<file path="src/rtl/axi4_lite_slv_reg_file_if.sv">
// AXI4-Lite bundle shared by the register-file slave and whatever master
// drives it. Protection bits are not carried because the slave ignores them.
interface axi4_lite_if #(
    parameter int unsigned ADDR_W = 32,
    parameter int unsigned DATA_W = 32
);
    // Write address channel
    logic                  awvalid;
    logic                  awready;
    logic [ADDR_W-1:0]     awaddr;
    // Write data channel
    logic                  wvalid;
    logic                  wready;
    logic [DATA_W-1:0]     wdata;
    logic [DATA_W/8-1:0]   wstrb;
    // Write response channel
    logic                  bvalid;
    logic                  bready;
    logic [1:0]            bresp;
    // Read address channel
    logic                  arvalid;
    logic                  arready;
    logic [ADDR_W-1:0]     araddr;
    // Read data channel
    logic                  rvalid;
    logic                  rready;
    logic [DATA_W-1:0]     rdata;
    logic [1:0]            rresp;

    modport slv_port (
        input  awvalid, awaddr, wvalid, wdata, wstrb, bready, arvalid, araddr, rready,
        output awready, wready, bvalid, bresp, arready, rvalid, rdata, rresp
    );

    modport mst_port (
        output awvalid, awaddr, wvalid, wdata, wstrb, bready, arvalid, araddr, rready,
        input  awready, wready, bvalid, bresp, arready, rvalid, rdata, rresp
    );
endinterface

</file>
<file path="src/rtl/axi4_lite_slv_reg_file.sv">
// axi4_lite_slv_reg_file
//   AXI4-Lite slave holding NUM_REGS word registers. Registers flagged in
//   RO_REG_MASK read back fabric values from i_ro_vals and reject writes with
//   SLVERR; word addresses beyond the file answer DECERR. AW and W are
//   accepted independently and in any order; one write and one read may be
//   outstanding at a time, and the two directions never interact.
//   Optional feature macro: AXI4_LITE_SLV_REG_FILE_WR_PULSE_EN adds the
//   o_wr_pulse port, a one-cycle strobe per register on every OKAY write.
module axi4_lite_slv_reg_file #(
    parameter int unsigned          AXI4_LITE_ADDR_BIT_WIDTH = 32,
    parameter int unsigned          AXI4_LITE_DATA_BIT_WIDTH = 32,
    parameter int unsigned          NUM_REGS                 = 8,
    parameter logic [NUM_REGS-1:0]  RO_REG_MASK              = '0
) (
    input  logic                                         i_clk,
    input  logic                                         i_sync_rst,
    axi4_lite_if.slv_port                                if_s_axi4_lite,
    input  logic [NUM_REGS*AXI4_LITE_DATA_BIT_WIDTH-1:0] i_ro_vals,
    output logic [NUM_REGS*AXI4_LITE_DATA_BIT_WIDTH-1:0] o_regs
`ifdef AXI4_LITE_SLV_REG_FILE_WR_PULSE_EN
    ,
    output logic [NUM_REGS-1:0]                          o_wr_pulse
`endif
);

    localparam int unsigned DATA_W   = AXI4_LITE_DATA_BIT_WIDTH;
    localparam int unsigned ADDR_W   = AXI4_LITE_ADDR_BIT_WIDTH;
    localparam int unsigned STRB_W   = DATA_W / 8;
    localparam int unsigned ADDR_LSB = $clog2(STRB_W);
    localparam int unsigned WORD_W   = ADDR_W - ADDR_LSB;
    localparam int unsigned IDX_W    = $clog2(NUM_REGS);

    localparam logic [1:0] RESP_OKAY   = 2'b00;
    localparam logic [1:0] RESP_SLVERR = 2'b10;
    localparam logic [1:0] RESP_DECERR = 2'b11;

    // True when a word address lands inside the register file.
    function automatic logic word_in_range(input logic [WORD_W-1:0] word);
        return (word < WORD_W'(NUM_REGS));
    endfunction

    // Byte-lane merge: lanes with a set strobe take the new data.
    function automatic logic [DATA_W-1:0] merge_bytes(
        input logic [DATA_W-1:0] old_data,
        input logic [DATA_W-1:0] wr_data,
        input logic [STRB_W-1:0] strb
    );
        logic [DATA_W-1:0] res;
        res = old_data;
        for (int b = 0; b < int'(STRB_W); b++) begin
            if (strb[b]) begin
                res[8*b +: 8] = wr_data[8*b +: 8];
            end else begin
                res[8*b +: 8] = old_data[8*b +: 8];
            end
        end
        return res;
    endfunction

    // Write-side state
    logic                  awready_q, awready_d;
    logic [WORD_W-1:0]     awaddr_q,  awaddr_d;
    logic                  wready_q,  wready_d;
    logic [DATA_W-1:0]     wdata_q,   wdata_d;
    logic [STRB_W-1:0]     wstrb_q,   wstrb_d;
    logic                  bvalid_q,  bvalid_d;
    logic [1:0]            bresp_q,   bresp_d;
    logic [DATA_W-1:0]     regs_q [NUM_REGS];
    logic [DATA_W-1:0]     regs_d [NUM_REGS];

    // Read-side state
    logic                  arready_q, arready_d;
    logic                  rvalid_q,  rvalid_d;
    logic [DATA_W-1:0]     rdata_q,   rdata_d;
    logic [1:0]            rresp_q,   rresp_d;

    // Handshakes and decode
    logic                  aw_hs_s;
    logic                  w_hs_s;
    logic                  b_hs_s;
    logic                  ar_hs_s;
    logic                  r_hs_s;
    logic                  commit_s;
    logic                  wr_in_range_s;
    logic [IDX_W-1:0]      wr_idx_s;
    logic                  wr_ok_s;
    logic [WORD_W-1:0]     rd_word_s;
    logic                  rd_in_range_s;
    logic [IDX_W-1:0]      rd_idx_s;
    logic [DATA_W-1:0]     ro_vals_s [NUM_REGS];
    logic                  unused_addr_lsb_s;

    assign aw_hs_s  = if_s_axi4_lite.awvalid && awready_q;
    assign w_hs_s   = if_s_axi4_lite.wvalid  && wready_q;
    assign b_hs_s   = bvalid_q && if_s_axi4_lite.bready;
    assign ar_hs_s  = if_s_axi4_lite.arvalid && arready_q;
    assign r_hs_s   = rvalid_q && if_s_axi4_lite.rready;

    // Both halves of the write are parked and no response is pending yet.
    assign commit_s      = !awready_q && !wready_q && !bvalid_q;
    assign wr_in_range_s = word_in_range(awaddr_q);
    assign wr_idx_s      = awaddr_q[IDX_W-1:0];
    assign wr_ok_s       = commit_s && wr_in_range_s && !RO_REG_MASK[wr_idx_s];

    assign rd_word_s     = if_s_axi4_lite.araddr[ADDR_W-1:ADDR_LSB];
    assign rd_in_range_s = word_in_range(rd_word_s);
    assign rd_idx_s      = rd_word_s[IDX_W-1:0];

    // Byte-offset address bits carry no meaning for word registers.
    assign unused_addr_lsb_s = ^{if_s_axi4_lite.awaddr[ADDR_LSB-1:0],
                                 if_s_axi4_lite.araddr[ADDR_LSB-1:0]};

    genvar gk;
    generate
        for (gk = 0; gk < int'(NUM_REGS); gk++) begin : g_slots
            assign ro_vals_s[gk]                 = i_ro_vals[gk*DATA_W +: DATA_W];
            assign o_regs[gk*DATA_W +: DATA_W]   = regs_q[gk];
        end
    endgenerate

    // Write path: independent AW/W capture, commit decode and B response hold.
    always_comb begin
        awready_d = awready_q;
        awaddr_d  = awaddr_q;
        wready_d  = wready_q;
        wdata_d   = wdata_q;
        wstrb_d   = wstrb_q;
        bvalid_d  = bvalid_q;
        bresp_d   = bresp_q;
        for (int k = 0; k < int'(NUM_REGS); k++) begin
            regs_d[k] = regs_q[k];
        end

        if (aw_hs_s) begin
            awready_d = 1'b0;
            awaddr_d  = if_s_axi4_lite.awaddr[ADDR_W-1:ADDR_LSB];
        end else begin
            awaddr_d  = awaddr_q;
        end

        if (w_hs_s) begin
            wready_d = 1'b0;
            wdata_d  = if_s_axi4_lite.wdata;
            wstrb_d  = if_s_axi4_lite.wstrb;
        end else begin
            wdata_d  = wdata_q;
        end

        if (commit_s) begin
            bvalid_d = 1'b1;
            if (!wr_in_range_s) begin
                bresp_d = RESP_DECERR;
            end else if (RO_REG_MASK[wr_idx_s]) begin
                bresp_d = RESP_SLVERR;
            end else begin
                bresp_d = RESP_OKAY;
            end
        end else if (b_hs_s) begin
            // Response taken: reopen both write channels for the next write.
            bvalid_d  = 1'b0;
            awready_d = 1'b1;
            wready_d  = 1'b1;
        end else begin
            bvalid_d  = bvalid_q;
        end

        if (wr_ok_s) begin
            regs_d[wr_idx_s] = merge_bytes(regs_q[wr_idx_s], wdata_q, wstrb_q);
        end else begin
            regs_d[wr_idx_s] = regs_q[wr_idx_s];
        end
    end

    // Read path: data and response are captured on the AR handshake edge and
    // held until the master takes them, so fabric RO values cannot tear.
    always_comb begin
        arready_d = arready_q;
        rvalid_d  = rvalid_q;
        rdata_d   = rdata_q;
        rresp_d   = rresp_q;

        if (ar_hs_s) begin
            arready_d = 1'b0;
            rvalid_d  = 1'b1;
            if (!rd_in_range_s) begin
                rdata_d = '0;
                rresp_d = RESP_DECERR;
            end else if (RO_REG_MASK[rd_idx_s]) begin
                rdata_d = ro_vals_s[rd_idx_s];
                rresp_d = RESP_OKAY;
            end else begin
                rdata_d = regs_q[rd_idx_s];
                rresp_d = RESP_OKAY;
            end
        end else if (r_hs_s) begin
            rvalid_d  = 1'b0;
            arready_d = 1'b1;
        end else begin
            rvalid_d  = rvalid_q;
        end
    end

    // State registers; reset discards any transaction in flight.
    always_ff @(posedge i_clk) begin
        if (i_sync_rst) begin
            awready_q <= 1'b1;
            awaddr_q  <= '0;
            wready_q  <= 1'b1;
            wdata_q   <= '0;
            wstrb_q   <= '0;
            bvalid_q  <= 1'b0;
            bresp_q   <= RESP_OKAY;
            arready_q <= 1'b1;
            rvalid_q  <= 1'b0;
            rdata_q   <= '0;
            rresp_q   <= RESP_OKAY;
            for (int k = 0; k < int'(NUM_REGS); k++) begin
                regs_q[k] <= '0;
            end
        end else begin
            awready_q <= awready_d;
            awaddr_q  <= awaddr_d;
            wready_q  <= wready_d;
            wdata_q   <= wdata_d;
            wstrb_q   <= wstrb_d;
            bvalid_q  <= bvalid_d;
            bresp_q   <= bresp_d;
            arready_q <= arready_d;
            rvalid_q  <= rvalid_d;
            rdata_q   <= rdata_d;
            rresp_q   <= rresp_d;
            for (int k = 0; k < int'(NUM_REGS); k++) begin
                regs_q[k] <= regs_d[k];
            end
        end
    end

`ifdef AXI4_LITE_SLV_REG_FILE_WR_PULSE_EN
    logic [NUM_REGS-1:0] wr_pulse_q, wr_pulse_d;

    // One-hot strobe for the register accepting an OKAY write this edge.
    always_comb begin
        wr_pulse_d = '0;
        if (wr_ok_s) begin
            wr_pulse_d[wr_idx_s] = 1'b1;
        end else begin
            wr_pulse_d = '0;
        end
    end

    // Pulse register, aligned with the o_regs update.
    always_ff @(posedge i_clk) begin
        if (i_sync_rst) begin
            wr_pulse_q <= '0;
        end else begin
            wr_pulse_q <= wr_pulse_d;
        end
    end

    assign o_wr_pulse = wr_pulse_q;
`endif

    assign if_s_axi4_lite.awready = awready_q;
    assign if_s_axi4_lite.wready  = wready_q;
    assign if_s_axi4_lite.bvalid  = bvalid_q;
    assign if_s_axi4_lite.bresp   = bresp_q;
    assign if_s_axi4_lite.arready = arready_q;
    assign if_s_axi4_lite.rvalid  = rvalid_q;
    assign if_s_axi4_lite.rdata   = rdata_q;
    assign if_s_axi4_lite.rresp   = rresp_q;

endmodule

</file>
<file path="src/flat_wrapper.sv">
// flat-port wrapper written by rule: the top's interface ports become plain ports
module axi4_lite_slv_reg_file_flat 
#(
    parameter int unsigned          AXI4_LITE_ADDR_BIT_WIDTH = 32,
    parameter int unsigned          AXI4_LITE_DATA_BIT_WIDTH = 32,
    parameter int unsigned          NUM_REGS                 = 8,
    parameter logic [NUM_REGS-1:0]  RO_REG_MASK              = '0
)
  (i_clk, i_sync_rst, i_ro_vals, o_regs, if_s_axi4_lite_awvalid, if_s_axi4_lite_awaddr, if_s_axi4_lite_wvalid, if_s_axi4_lite_wdata, if_s_axi4_lite_wstrb, if_s_axi4_lite_bready, if_s_axi4_lite_arvalid, if_s_axi4_lite_araddr, if_s_axi4_lite_rready, if_s_axi4_lite_awready, if_s_axi4_lite_wready, if_s_axi4_lite_bvalid, if_s_axi4_lite_bresp, if_s_axi4_lite_arready, if_s_axi4_lite_rvalid, if_s_axi4_lite_rdata, if_s_axi4_lite_rresp);
  axi4_lite_if #(.ADDR_W((32)), .DATA_W((32))) if_s_axi4_lite_i ();
  input  logic i_clk;
  input  logic i_sync_rst;
  input  logic [NUM_REGS*AXI4_LITE_DATA_BIT_WIDTH-1:0] i_ro_vals;
  output logic [NUM_REGS*AXI4_LITE_DATA_BIT_WIDTH-1:0] o_regs;
  input wire logic [$bits(if_s_axi4_lite_i.awvalid)-1:0] if_s_axi4_lite_awvalid;
  input wire logic [$bits(if_s_axi4_lite_i.awaddr)-1:0] if_s_axi4_lite_awaddr;
  input wire logic [$bits(if_s_axi4_lite_i.wvalid)-1:0] if_s_axi4_lite_wvalid;
  input wire logic [$bits(if_s_axi4_lite_i.wdata)-1:0] if_s_axi4_lite_wdata;
  input wire logic [$bits(if_s_axi4_lite_i.wstrb)-1:0] if_s_axi4_lite_wstrb;
  input wire logic [$bits(if_s_axi4_lite_i.bready)-1:0] if_s_axi4_lite_bready;
  input wire logic [$bits(if_s_axi4_lite_i.arvalid)-1:0] if_s_axi4_lite_arvalid;
  input wire logic [$bits(if_s_axi4_lite_i.araddr)-1:0] if_s_axi4_lite_araddr;
  input wire logic [$bits(if_s_axi4_lite_i.rready)-1:0] if_s_axi4_lite_rready;
  output wire logic [$bits(if_s_axi4_lite_i.awready)-1:0] if_s_axi4_lite_awready;
  output wire logic [$bits(if_s_axi4_lite_i.wready)-1:0] if_s_axi4_lite_wready;
  output wire logic [$bits(if_s_axi4_lite_i.bvalid)-1:0] if_s_axi4_lite_bvalid;
  output wire logic [$bits(if_s_axi4_lite_i.bresp)-1:0] if_s_axi4_lite_bresp;
  output wire logic [$bits(if_s_axi4_lite_i.arready)-1:0] if_s_axi4_lite_arready;
  output wire logic [$bits(if_s_axi4_lite_i.rvalid)-1:0] if_s_axi4_lite_rvalid;
  output wire logic [$bits(if_s_axi4_lite_i.rdata)-1:0] if_s_axi4_lite_rdata;
  output wire logic [$bits(if_s_axi4_lite_i.rresp)-1:0] if_s_axi4_lite_rresp;
  assign if_s_axi4_lite_i.awvalid = if_s_axi4_lite_awvalid;
  assign if_s_axi4_lite_i.awaddr = if_s_axi4_lite_awaddr;
  assign if_s_axi4_lite_i.wvalid = if_s_axi4_lite_wvalid;
  assign if_s_axi4_lite_i.wdata = if_s_axi4_lite_wdata;
  assign if_s_axi4_lite_i.wstrb = if_s_axi4_lite_wstrb;
  assign if_s_axi4_lite_i.bready = if_s_axi4_lite_bready;
  assign if_s_axi4_lite_i.arvalid = if_s_axi4_lite_arvalid;
  assign if_s_axi4_lite_i.araddr = if_s_axi4_lite_araddr;
  assign if_s_axi4_lite_i.rready = if_s_axi4_lite_rready;
  assign if_s_axi4_lite_awready = if_s_axi4_lite_i.awready;
  assign if_s_axi4_lite_wready = if_s_axi4_lite_i.wready;
  assign if_s_axi4_lite_bvalid = if_s_axi4_lite_i.bvalid;
  assign if_s_axi4_lite_bresp = if_s_axi4_lite_i.bresp;
  assign if_s_axi4_lite_arready = if_s_axi4_lite_i.arready;
  assign if_s_axi4_lite_rvalid = if_s_axi4_lite_i.rvalid;
  assign if_s_axi4_lite_rdata = if_s_axi4_lite_i.rdata;
  assign if_s_axi4_lite_rresp = if_s_axi4_lite_i.rresp;
  axi4_lite_slv_reg_file #(.AXI4_LITE_ADDR_BIT_WIDTH(AXI4_LITE_ADDR_BIT_WIDTH), .AXI4_LITE_DATA_BIT_WIDTH(AXI4_LITE_DATA_BIT_WIDTH), .NUM_REGS(NUM_REGS), .RO_REG_MASK(RO_REG_MASK)) u_core (.i_clk(i_clk), .i_sync_rst(i_sync_rst), .if_s_axi4_lite(if_s_axi4_lite_i), .i_ro_vals(i_ro_vals), .o_regs(o_regs));
endmodule
</file>
<file path="config.mk">
export PLATFORM = sky130hd
export DESIGN_NAME = axi4_lite_slv_reg_file_flat
export DESIGN_NICKNAME = d
export VERILOG_FILES = /design/src/rtl/axi4_lite_slv_reg_file_if.sv /design/src/rtl/axi4_lite_slv_reg_file.sv /design/src/flat_wrapper.sv
export SDC_FILE = /design/constraint.sdc
export NUM_CORES = 1
export LEC_CHECK = 0
export BUFFER_PORTS_ARGS = -buffer_cell sky130_fd_sc_hd__buf_2
export CORE_AREA = 2 2 254 256
export CTS_BUF_LIST = sky130_fd_sc_hd__clkbuf_4
export CTS_CLUSTER_SIZE = 20
export DETAILED_ROUTE_END_ITERATION = 10
export DIE_AREA = 0 0 256 258
export GPL_TIMING_DRIVEN = 1
export PLACE_DENSITY_LB_ADDON = 0.08
export REMOVE_ABC_BUFFERS = 1
export SKIP_LAST_GASP = 1
export SYNTH_ARGS = -nofsm -noshare
export SYNTH_HDL_FRONTEND = slang
export SYNTH_SLANG_ARGS = --single-unit
</file>
<file path="constraint.sdc">
create_clock -name i_clk -period 2.4 [get_ports i_clk]
set_input_delay 0.24 -clock i_clk [delete_from_list [all_inputs] [get_ports i_clk]]
set_output_delay 0.24 -clock i_clk [all_outputs]
set_load 0.01 [all_outputs]
</file>
# [Yosys cells after proc, flatten, opt, wreduce, memory -nomap -nowiden]
# Memories as Yosys holds them, arrays and structs flattened. A register that Yosys moved wholly into a read port is not among the register bits.
# Index checks and enable logic that the tools add are counted.
[totals] latchBits=0 mem_bits_ro=16 reg_bits=107 ram_bits=256 wordCells=97 out_inout_bits=297 n_memories=3
[memory_table] name="u_core.regs_q" words=8 width=32 rd=10 rd_ports_with_merged_regs=1 wr=8 line_no="axi4_lite_slv_reg_file.sv:68" text="logic [DATA_W-1:0] regs_q [NUM_REGS];"
[memory_table] name="(no name shown)" words=8 width=1 rd=1 rd_ports_with_merged_regs=0 wr=0 line_no="axi4_lite_slv_reg_file.sv:188" text="end else if (RO_REG_MASK[rd_idx_s]) begin"
[memory_table] name="(no name shown)" words=8 width=1 rd=1 rd_ports_with_merged_regs=1 wr=0 line_no="axi4_lite_slv_reg_file.sv:103" text="assign wr_ok_s = commit_s && wr_in_range_s && !RO_REG_MASK[wr_idx_s];"
[op_classes] n_lt_le_gt_ge=7 n_eq_ne=0 n_mux=50 n_mul=0 n_bitwise=10 shifts=0 add_sub_neg=0 reduce_logical=16 div_mod_pow=0
[op_table] op="256-bit bitwise mux" n=2
[op_table] op="32-bit 2-to-1 mux" n=13
[op_table] op="256-bit 2-to-1 mux" n=1
[op_table] op="32-bit binary-select mux with 3-bit select" n=1
[op_table] op="32-bit demux with 3-bit select" n=1
[op_table] op="8-bit 2-to-1 mux" n=8
[op_table] op="30-bit by 4-bit < comparator with 1-bit output, second input constant" n=2
[op_table] op="1-bit 2-to-1 mux" n=17
[op_table] op="3-bit 2-to-1 mux" n=4
[op_table] op="1-bit logical AND" n=10
[op_table] op="4-bit greater-or-equal comparator, second input constant" n=2
[op_table] op="3-bit by 4-bit < comparator with 1-bit output, second input constant" n=2
[op_table] op="3-bit inverter with 4-bit output" n=2
[op_table] op="1-bit bitwise OR" n=8
[op_table] op="2-bit 2-to-1 mux" n=3
[op_table] op="1-bit zero test" n=4
[op_table] op="4-bit by 1-bit < comparator with 1-bit output, second input constant" n=1
[op_table] op="2-bit nonzero test" n=2

# [Longest topological paths before layout]
[logic_depth] depth_word=9 depth_mapped=6

# [Least setup slack after synthesis]
# OpenSTA, ideal clock, no wires.
[synth_timing] path_type="register to register" from="register (tool-made name)" to="memory u_core.regs_q[0][30]" setup_slack_ns=0.514 n_path_buf=2 setup_ns=0.133 t_required_ns=2.267 path_stages_with_launch=7 period_less_slack_ns=1.886 arrival_ns=1.753 path_cell_list="dfxtp_1 buf_2 buf_1 mux4_2 mux2_2 a31oi_4 o31ai_1"
[synth_lines] element="to (decl)" line_no="axi4_lite_slv_reg_file.sv:68"

# [Worst setup path after layout]
[layout_timing] from="input port if_s_axi4_lite_araddr[16]" to="register u_core.rdata_q[3] (netlist: u_core.if_s_axi4_lite.rdata[3])"
[layout_via] elab_chain_len=2
[layout_lines] element="from (decl)" line_no="flat_wrapper.sv:22" text="input wire logic [$bits(if_s_axi4_lite_i.araddr)-1:0] if_s_axi4_lite_araddr;"
[layout_lines] element="30-bit by 4-bit < comparator with 1-bit output" line_no="axi4_lite_slv_reg_file.sv:39" text="return (word < WORD_W'(NUM_REGS));"
[layout_lines] element="32-bit 2-to-1 mux" line_no="axi4_lite_slv_reg_file.sv:185" text="if (!rd_in_range_s) begin"
[layout_lines] element="to (signal assigned)" line_no="axi4_lite_slv_reg_file.sv:230" text="rdata_q <= rdata_d;"
[layout_lines] element="to (decl)" line_no="axi4_lite_slv_reg_file.sv:74" text="logic [DATA_W-1:0] rdata_q, rdata_d;"
# Every way passes these cells.
# A chain may end at the register's enable or synchronous reset.

==> flow_metrics.py <==
metrics = {
    "placed_design": {
        "dp_hpwl_um": 53200,
        "pre_cts_slack_ns": 0.160,
        "total_of_buffers_placed_on_input_and_output_ports": 399,
        "gpl.final_weighted_congestion": 0.820,
    },
    "timing": {
        "tns_ns": 0,
        "final-hold-violation-count": 0,
        "timing_worst_slew_pin_value_ns": 0.985,
        "clock.fmax_ghz": 0.423,
        "final_min_period_over_clock_period_pct": 98.4,
        "report.final.slew_viol_count": 0,
        "finalClockSkew_ns": 0.0901,
        "fin_crit_ns": 2.36,
        "setup_ws_ns": 0.0386,
        "slew_headroom_pct": 34.1,
        "setup_viol": 0,
        "final.hold.worst_slack_ns": 0.104,
    },
    "routing": {
        "drt_iter0_drc": 1170,
        "postRouteWirelength_um": 81400,
        "route.detailed.wl_per_inst_um": 25.9,
        "vias": 16300,
        "route.detailed.vias_per_inst": 5.18,
        "drcViolationCount": 0,
        "firstDrtPassIters": 5,
        "ant_nets": 0,
    },
    "final_layout": {
        "layout_common_cells": "421 x sky130_fd_sc_hd__nand2_1, 396 x sky130_fd_sc_hd__buf_2, 361 x sky130_fd_sc_hd__dfxtp_1",
        "area_growth_pct": 32.4,
        "final.fill_count": 6545,
        "design.final.nets": 2552,
        "register_area_sq_um": 7300,
        "post_route_cells_drive_above_1_share_pct": 40.1,
        "final_common_cell": "sky130_fd_sc_hd__nand2_1",
        "multi_input_area_sq_um": 9710,
    },
    "clock_tree": {
        "cts_made_buffers": 106,
        "clock-sinks": 364,
        "insertion_delay_ns": 0.89,
        "tritoncts_clock_tree": "built",
        "max-clock-path-buffers": 3,
        "htree_levels": 3,
        "clk_transition_reported_paths_ns": 0.07,
        "cts_root_buf": "sky130_fd_sc_hd__clkbuf_4",
    },
    "critical_path": {
        "worst-path-max-fanout": 11,
        "crit_required_ns": 3.20,
        "end_kind": "flip-flop",
        "regToRegEndpoint": "u_core.regs_q[3][0]",
        "cp_data_arrival_time_ns": 3.16,
        "r2r.worst_path.cells": 5,
        "ff2ff_setup_slack_ns": 0.19,
        "worst-setup-path-type": "in2reg",
        "startpoint_type": "input pin",
    },
    "outcome": {
        "run_status": "complete, no violations",
    },
    "hold_path": {
        "hold_path_class": "in2reg",
        "hold_path.startpoint": "if_s_axi4_lite_araddr[4]",
        "holdPathStages": 5,
        "hold_end": "u_core.if_s_axi4_lite.rdata[14]",
    },
    "yosys": {
        "synth.yosys.seq_area_share_pct": 41.3,
        "synth_seq_cells": 364,
        "synth_top_cells_by_area": "sky130_fd_sc_hd__dfxtp_1 41%, sky130_fd_sc_hd__mux4_2 16%, sky130_fd_sc_hd__o31ai_1 11%, sky130_fd_sc_hd__nand2_1 9.1%, sky130_fd_sc_hd__a31oi_4 3.9%",
        "synthCells": 1634,
        "yosys.cell_types.count": 37,
        "syn_warnings": 0,
        "yosys.area.top_type_share_pct": 41.3,
        "synthesized_area_per_cell_sq_um": 10.8,
        "yosysTopAreaCell": "sky130_fd_sc_hd__dfxtp_1",
        "syn_area_sq_um": 17600,
    },
    "die": {
        "floorplan.die_area_sq_um": 66000,
        "floorplan.initialDensity_pct": 27.7,
        "die_w_um": 256,
        "core-area_sq_um": 63600,
        "die-height_um": 258,
        "rows": 93,
        "ioPinCount": 660,
    },
    "global_route": {
        "grt.overflow.total": 0,
        "gr-usage-all-layers_pct": 24.1,
        "antenna_violations_before_repair": 5,
        "grt_pass1_wl_um": 116000,
        "vias_in_the_first_global_route": 16000,
        "grt_max_degree": 86,
    },
    "flow_run": {
        "maxCapViolations": 0,
    },
    "power": {
        "peakVddDrop_uv": 312,
        "power.density_cell_area_nw_per_um2": 590,
        "p_leak_nw": 9.10,
    },
}
-- cells in the mapped netlist (all sizes together) --
| cell | instances |
|---|---|
| clkbuf | 86 |
| a31oi | 34 |
| mux2i | 32 |
| nor2 | 7 |
| o21bai | 1 |
| buf | 52 |
| nand2b | 1 |
| o21ai | 2 |
| a211oi | 1 |
| nand2 | 429 |
| or3 | 32 |
| nor3 | 4 |
| nand3 | 2 |
| o31ai | 256 |
| nand4 | 4 |
| dfxtp | 364 |
| inv | 8 |
| and2 | 3 |
| and4 | 2 |
| nor2b | 2 |
| a21oi | 108 |
| nor4 | 44 |
| mux4 | 128 |
| mux2 | 32 |
-- area by class of cell --
cell class	count	share of cell area, %
clock inverter	32	0.642
clock buffer	164	5.27
inverter	8	0.128
timing repair buffer	585	16.6
tap	855	4.58
multi-input combinational	1124	41.5
sequential	364	31.2
antenna	4	0.0428
-- registers in the layout, summed over array words and instances (netlist names), named ones only --
signal / cells
u_core.if_s_axi4_lite.arready: 1
u_core.if_s_axi4_lite.rresp: 1
u_core.wdata_q: 32
u_core.if_s_axi4_lite.bresp: 1
u_core.wstrb_q: 4
u_core.if_s_axi4_lite.awready: 1
u_core.if_s_axi4_lite.rdata: 32
u_core.if_s_axi4_lite.rvalid: 1
u_core.regs_q: 256
u_core.if_s_axi4_lite.wready: 1
u_core.if_s_axi4_lite.bvalid: 1
u_core.awaddr_q: 30
-- timing repair --
action,in CTS,in global routing
setup buffers,0,0
hold endpoints to repair,87,0
gates resized for setup,0,1
endpoints found under the setup margin,0,2
hold buffers,95,0
-- critical path, cell delays in order --
cell and delay, ns:
sky130_fd_sc_hd__dlygate4sd3_1 0.53, sky130_fd_sc_hd__buf_2 0.13, sky130_fd_sc_hd__nor4_2 0.27, sky130_fd_sc_hd__dlygate4sd3_1 0.59
sky130_fd_sc_hd__nand4_1 0.10, sky130_fd_sc_hd__buf_4 0.22, sky130_fd_sc_hd__or3_1 0.37, sky130_fd_sc_hd__dlygate4sd3_1 0.57
sky130_fd_sc_hd__a21oi_1 0.14
-- worst max path at each step --
stage / startpoint / to / slack (ns) / depth (start not counted)
after floorplan: u_core.awaddr_q[16] / u_core.regs_q[0][0] / -2.02 / 4
after global placement: flip-flop / u_core.regs_q[5][3] / 0.17 / 5
after detailed placement: flip-flop / u_core.regs_q[5][3] / 0.16 / 5
after CTS: flip-flop / u_core.regs_q[3][0] / 0.18 / 5
after global routing: if_s_axi4_lite_araddr[16] / u_core.if_s_axi4_lite.rdata[3] / -0.006 / 9
final: if_s_axi4_lite_araddr[16] / u_core.if_s_axi4_lite.rdata[3] / 0.04 / 9
-- power breakdown --
group	switching [W]	internal (W)	total (W)
clock network	0.00290	0.00320	0.00609
logic	0.000989	0.000503	0.00149
registers	0.0000849	0.00612	0.00620
total	0.00397	0.00982	0.0138
-- per-stage QoR --
| stage | util (%) | total power, W | area [sq um] | std cells |
|---|---|---|---|---|
| final | 36.7 | 0.0138 | 23400 | 3136 |
| after global routing | 36.7 | 0.0144 | 23400 | 3134 |
| after CTS | 36.7 | 0.0140 | 23400 | 3132 |
| after detailed placement | 33.0 | 0.00772 | 21000 | 2841 |
| after global placement | 33.0 | 0.00772 | 21000 | 2841 |
| after floorplan | - | 0.00689 | 16900 | 1496 |
-- per-layer routing --
layer  part of all wire (%)  track usage (%)  up-vias
li1                       -                -     7353
met1                     45             32.7     8042
met2                     45             37.8      743
met3                    8.0             6.11      117
met4                    2.1             7.05        2
met5                  0.016                0        -
-- kinds of logic (layout without fill, tap and decap cells) --
logic type / count (synthesis) / in the layout / share of synthesized area, %
compound gates: 402 / 402 / 18.0
other cells: 0 / 4 / 0
mux: 192 / 192 / 20.9
buf+inv: 146 / 789 / 4.54
flops: 364 / 364 / 41.3
simple gates: 530 / 530 / 15.3
(Power assumes the default switching activity.)
